### config.mk
export PLATFORM = sky130hd
export DESIGN_NAME = fp16_dot_seq
export DESIGN_NICKNAME = d
export VERILOG_FILES = /design/src/rtl/fp16_dot_seq.sv
export SDC_FILE = /design/constraint.sdc
export NUM_CORES = 1
export LEC_CHECK = 0
export BUFFER_PORTS_ARGS = -buffer_cell sky130_fd_sc_hd__clkbuf_2
export CORE_ASPECT_RATIO = 2
export CORE_MARGIN = 2
export CORE_UTILIZATION = 51
export DETAILED_ROUTE_END_ITERATION = 16
export PLACE_DENSITY_LB_ADDON = 0.05
export SYNTH_ARGS = -nofsm -noshare
export SYNTH_HDL_FRONTEND = slang
export SYNTH_SLANG_ARGS = --single-unit
### constraint.sdc
create_clock -name clk -period 3.05 [get_ports clk]
set_input_delay 0.61 -clock clk [delete_from_list [all_inputs] [get_ports clk]]
set_output_delay 0.61 -clock clk [all_outputs]
set_load 0.01 [all_outputs]
### src/rtl/fp16_dot_seq.sv
// Operand sequencer for the FP16 MAC: clears the MAC, streams A/B pairs (or +0 bubbles),
// waits for the multiplier pipeline to drain, then returns the accumulated FP16 result.
module fp16_dot_seq #(
    parameter int MUL_LAT = 5,
    parameter int LEN_W   = 8
) (
    input  logic             clk,
    input  logic             rst,
    input  logic             start,
    input  logic [LEN_W-1:0] vec_len,
    input  logic             in_valid,
    output logic             in_ready,
    input  logic [15:0]      in_a,
    input  logic [15:0]      in_b,
    output logic [15:0]      mac_a,
    output logic [15:0]      mac_b,
    output logic             mac_clr,
    input  logic [15:0]      acc_in,
    output logic             res_valid,
    input  logic             res_ready,
    output logic [15:0]      res_data,
    output logic             busy
);

    typedef enum logic [2:0] {
        IDLE  = 3'd0,
        CLEAR = 3'd1,
        RUN   = 3'd2,
        DRAIN = 3'd3,
        DONE  = 3'd4
    } state_t;

    localparam int DRAIN_W = $clog2(MUL_LAT + 2) + 1;
    localparam logic [DRAIN_W-1:0] DRAIN_LOAD = DRAIN_W'(MUL_LAT + 1);

    state_t             state_r;
    logic [LEN_W-1:0]   remaining_r;
    logic [DRAIN_W-1:0] drain_r;
    logic               handshake_s;

    // Handshake, MAC clear and status decode from the current state.
    always_comb begin
        in_ready    = (state_r == RUN) && (remaining_r != {LEN_W{1'b0}});
        handshake_s = in_valid & in_ready;
        mac_clr     = (~rst) | (state_r == CLEAR);
        busy        = (state_r != IDLE);
    end

    // Sequencer FSM with registered MAC operands and result.
    always_ff @(posedge clk) begin
        if (!rst) begin
            state_r     <= IDLE;
            remaining_r <= {LEN_W{1'b0}};
            drain_r     <= {DRAIN_W{1'b0}};
            mac_a       <= 16'h0000;
            mac_b       <= 16'h0000;
            res_valid   <= 1'b0;
            res_data    <= 16'h0000;
        end else begin
            case (state_r)
                IDLE: begin
                    mac_a <= 16'h0000;
                    mac_b <= 16'h0000;
                    if (start) begin
                        if (vec_len != {LEN_W{1'b0}}) begin
                            remaining_r <= vec_len;
                            state_r     <= CLEAR;
                        end else begin
                            res_data  <= 16'h0000;
                            res_valid <= 1'b1;
                            state_r   <= DONE;
                        end
                    end else begin
                        state_r <= IDLE;
                    end
                end
                CLEAR: begin
                    mac_a   <= 16'h0000;
                    mac_b   <= 16'h0000;
                    state_r <= RUN;
                end
                RUN: begin
                    if (handshake_s) begin
                        mac_a       <= in_a;
                        mac_b       <= in_b;
                        remaining_r <= remaining_r - LEN_W'(1);
                        if (remaining_r == LEN_W'(1)) begin
                            drain_r <= DRAIN_LOAD;
                            state_r <= DRAIN;
                        end else begin
                            state_r <= RUN;
                        end
                    end else begin
                        mac_a <= 16'h0000;
                        mac_b <= 16'h0000;
                    end
                end
                DRAIN: begin
                    mac_a <= 16'h0000;
                    mac_b <= 16'h0000;
                    // Counter reaches zero in the cycle the last product has landed in the accumulator.
                    if (drain_r == {DRAIN_W{1'b0}}) begin
                        res_data  <= acc_in;
                        res_valid <= 1'b1;
                        state_r   <= DONE;
                    end else begin
                        drain_r <= drain_r - DRAIN_W'(1);
                    end
                end
                DONE: begin
                    mac_a <= 16'h0000;
                    mac_b <= 16'h0000;
                    if (res_ready) begin
                        res_valid <= 1'b0;
                        state_r   <= IDLE;
                    end else begin
                        res_valid <= 1'b1;
                    end
                end
                default: begin
                    state_r   <= IDLE;
                    mac_a     <= 16'h0000;
                    mac_b     <= 16'h0000;
                    res_valid <= 1'b0;
                end
            endcase
        end
    end

endmodule

* After elaboration in Yosys (flattened, before gate mapping)
Index checks and enable logic that the tools add are counted.
** Cells by class
- Div/mod/pow operators :: 0
- Order comparisons :: 0
- Bitwise gates (word level) :: 4
- Equal/unequal tests :: 13
- Reduce and logical (&&, ||, !) cells :: 16
- Multiplexer cells :: 24
- Shift-type cells :: 0
- Add/subtract/negate cells :: 2
- Multiply operators :: 0
** Operators with widths (count)
- 2-to-1 mux 16 bit :: 3
- case mux 16 bit (2 select lines) :: 1
- 2-to-1 mux 8 bit :: 3
- case mux 8 bit (2 select lines) :: 1
- AND reduction 4 bit :: 4
- nonzero test 8 bit :: 2
- 2-to-1 mux 3 bit :: 5
- case mux 3 bit (5 select lines) :: 1
- inequality test 2 bit (second input constant) :: 7
- 2-to-1 mux 4 bit :: 3
- equality test 8 x 1 -> 1 bit (second input constant) :: 1
- case mux 4 bit (2 select lines) :: 1
- subtractor 8 x 1 -> 8 bit (second input constant) :: 1
- equality test 3 x 2 -> 1 bit (second input constant) :: 2
- AND reduction 3 bit :: 2
- nonzero test 2 bit :: 3
- 2-to-1 mux 1 bit :: 5
- zero test 4 bit :: 1
- case mux 1 bit (4 select lines) :: 1
- subtractor 4 x 1 -> 4 bit (second input constant) :: 1
- equality test 3 x 1 -> 1 bit (second input constant) :: 1
- equality test 3 bit (second input constant) :: 1
- zero test 3 bit :: 1
- nonzero test 3 bit :: 1
- 6 further kinds :: 7
** Word-level totals
- Bits in read-only memories :: 0
- RAM bits :: 0
- Output and inout port bits :: 52
- Input port bits :: 61
- Flip-flop bits (word level) :: 64
- Bits in latches :: 0
- Memories :: 0

* Longest topological paths before layout
- Word-level depth :: 5
- Depth in mapped cells :: 8
- Depth with buffers taken out :: 6

* Worst setup path after synthesis
No wires, ideal clock.
- Kind :: register to output
- From :: reg state_r[0]
- To :: out in_ready
- Required time :: 2440 ps
- Path slack :: 1077 ps
- Arrival time :: 1363 ps
- Cell stages (with the launch flop) :: 6
- Path buffers :: 3
- Cells stage by stage :: dfxtp_1 > clkbuf_1 > or3b_1 > clkbuf_1 > buf_2 > a21oi_1
** On the way
- Longest elaborated chain between the ends :: 2
** RTL lines
- start, declared :: RTL line 36 : state_t state_r;
- start signal, assigned :: RTL line 52 : state_r <= IDLE;
- start signal, assigned :: RTL line 67 : state_r <= CLEAR;
- start signal, assigned :: RTL line 71 : state_r <= DONE;
- equality test 3 x 2 -> 1 bit :: RTL line 43 : in_ready = (state_r == RUN) && (remaining_r != {LEN_W{1'b0}});
- logical AND 1 bit :: RTL line 43
- end, declared :: RTL line 12 : output logic in_ready,
No other way between the ends.

* Worst setup path in the final report
- From :: reg state_r[1]
- To :: out in_ready
Same word-level chain as after synthesis.

==> results.toml <==
[status]
status = "finished, final reports clean"

[synth]
syn-instance-count = 282
ys_warn_count = 0
synth_edf_count = 0
synth_compound_area_share_pct = 12.3
synthFlopType = "dfxtp_1"
synthAdderAreaFrac_pct = 1.89
synth.cell_area_sq_um = 2660
synth-xor-area-share_pct = 0
ys_seq_area_share_pct = 48.3
synth_top_family_by_area = "simple AND/OR/NAND/NOR gates"
ys_ff_latch = 64
synth_simple_gate_area_share_pct = 26.5
async_flop_share_pct = 0
synthesis.nets = 347
synth.avg_cell_area_sq_um = 9.42
synthMuxAreaShare_pct = 6.03
ys_types = 50

[grt]
grt_max_degree = 33
overflow = 0
grt_pass1_wl_mm = 9.58
track_usage_pct = 22.5
grt_antenna_before_repair = 0
first_global_vias = 2250

[power]
p_seq_share_pct = 45.1
power_frac_comb_pct = 13.1
totalPowerFinal_uw = 1960
switching_share_pct = 25.6
ir_worst_vdd_mv = 0.533
switching_power_uw = 502
leakagePower_uw = 0.00156
clkPwrFrac_pct = 41.8
intPower_uw = 1460
p_per_area_nw_per_um2 = 568

[sta]
finalMaxSlewViolations = 0
skew_ps = 11.8
setup_viol = 0
min_period_ps = 2470
rsz0062_at_grt = "no"
tns_ps = 0
hold_violations = 0
tightest_slew_ps = 616
slew_headroom_pct = 58.6
fmax_mhz = 405
finalCritPeriodShare_pct = 80.9

[drt]
drt_iter0_drc = 75
antenna_left = 0
dr.pass1.iters = 4
drc = 0
wl_mm = 6.36
vias = 2448
wl_per_cell_um = 14.0
via_per_inst = 5.40

[clock_tree]
cts_tree = "yes"
clk_pin_slew_ps = 80
numCtsBuffers = 9
post-cts-setup-buffer-count = 0
cts.sinks = 64
clkLatencyLatePin_ps = 340
cts-root-buf = "clkbuf_8"
hold_buffers = 0
htreeDepth = 3
clockBufferDepth = 2
cts-resized-gates = 0

[setup_path]
cp_max_fo = 17
slowest_stage = "or3b_1"
max_stage_delay_ps = 640
worstPathCellList = "or3b_1, a21oi_1, clkbuf_2"
cp_data_required_time_ps = 2440
cp-end-kind = "output port"
start_kind = "register"
worstSetupPathType = "register to output port"
cp_top_family = "simple AND/OR/NAND/NOR gates"
worst_ep_arrival_time_ps = 1860
critPathBufInv = 1

[job]
maxCapViolCount = 0

[finish]
n_antenna_cell = 0
drive_above_1_share_pct = 36.2
finalNetCount = 455
syn_to_final_growth_pct = 30.1

[hold_path]
hold_class = "register to register"

[floorplanning]
start_util_pct = 52.1
num_rows = 37
dieHeight_um = 106
coreArea_sq_um = 5090
die_w_um = 55.0
ios = 113
die-area_sq_um = 5830

[place]
dpl.hpwl_mm = 4.73
gp_congestion = 0.770
portBuffers = 112
-- Yosys cell counts, types with 2 or more instances --
library cell,instances,area [sq um]
dfxtp_1,64,1280
and2_1,35,219
nand2_1,31,116
nand3_1,21,105
mux2i_1,16,160
a21oi_1,12,60.1
clkbuf_1,12,45.0
nor2_1,12,45.0
inv_1,6,22.5
o21ai_0,5,25.0
buf_2,4,20.0
ha_1,4,50.1
nor3_1,4,20.0
a22oi_1,3,22.5
a31oi_1,3,18.8
buf_6,3,33.8
nand4_1,3,18.8
nor4_1,3,18.8
o32ai_2,3,48.8
or3_1,3,18.8
a21o_1,2,15.0
and4b_1,2,20.0
nor3b_1,2,15.0
o21a_1,2,15.0
o22ai_1,2,12.5
-- area by class of cell --
| cell class | count | area [sq um] |
|---|---|---|
| clock buffer | 10 | 138 |
| clock inverter | 6 | 90.1 |
| fill | 461 | 1640 |
| inverter | 6 | 22.5 |
| multi-input combinational | 191 | 1240 |
| sequential | 64 | 1280 |
| tap | 58 | 72.6 |
| timing repair buffer | 118 | 606 |
-- worst paths after layout --
kind	endpoint	depth (start not counted)	slack, ps	start
max	in_ready	3	580	state_r[1]
min	res_data[3]	2	460	res_data[3]
max reg2reg	remaining_r[0]	7	890	remaining_r[0]
min reg2reg	res_data[3]	2	460	res_data[3]
-- flip-flops by register name (all words and copies together) (netlist names) --
name	flops
mac_b	16
remaining_r	8
drain_r	4
res_data	16
res_valid	1
mac_a	16
state_r	3
-- placed cells by master, fill, tap and decap left out, types with 2 or more instances in the layout --
cell type,n
clkbuf_2,112
dfxtp_1,64
and2_1,35
nand2_1,31
nand3_1,21
mux2i_1,16
a21oi_1,12
nor2_1,12
clkbuf_8,10
inv_1,6
buf_4,6
o21ai_0,5
nor3_1,4
ha_1,4
or3_1,3
nor4_1,3
a22oi_1,3
o32ai_2,3
nand4_1,3
a31oi_1,3
a21o_1,2
nor3b_1,2
and4b_1,2
o22ai_1,2
o21a_1,2
bufinv_16,2
-- worst min-delay path, delay by kind of cell, from the launching register on --
family / cells / cell delay [ps]
DFF: 1 / 310
muxes: 1 / 50
and+or+nand+nor: 1 / 50
-- power groups by stage --
stage	Combinational (uW)	Clock, uW	Sequential, uW
2_1_floorplan	167	0	898
3_3_place_gp	253	0	904
3_5_place_dp	255	0	904
4_1_cts	256	841	885
5_1_grt	281	880	889
6_report	257	820	886
-- routing by layer --
layer,vias to the layer above,GRT usage (%),share of wire (%)
met5,-,0,0
met4,0,12.5,4.2
met3,27,7.02,5.2
met2,87,37.8,54
met1,1129,23.1,37
li1,1205,-,-
-- stage by stage --
stage | worst slack, ps | hold slack [ps] | instances | utilization [%] | area [sq um]
2_1_floorplan | 1080 | 444 | 282 | - | 2660
4_1_cts | 575 | 449 | 453 | 67.8 | 3450
3_5_place_dp | 639 | 446 | 437 | 63.4 | 3230
6_report | 582 | 460 | 453 | 67.8 | 3450
5_1_grt | 459 | 446 | 453 | 67.8 | 3450
3_3_place_gp | 789 | 442 | 437 | 63.4 | 3230
-- cells by family after synthesis --
group / count (synthesis)
buf+inv: 27
mux: 16
fa+ha+maj: 4
compound gates: 43
flops: 64
simple gates: 128
Note: power is estimated with default switching activity, not from simulation.
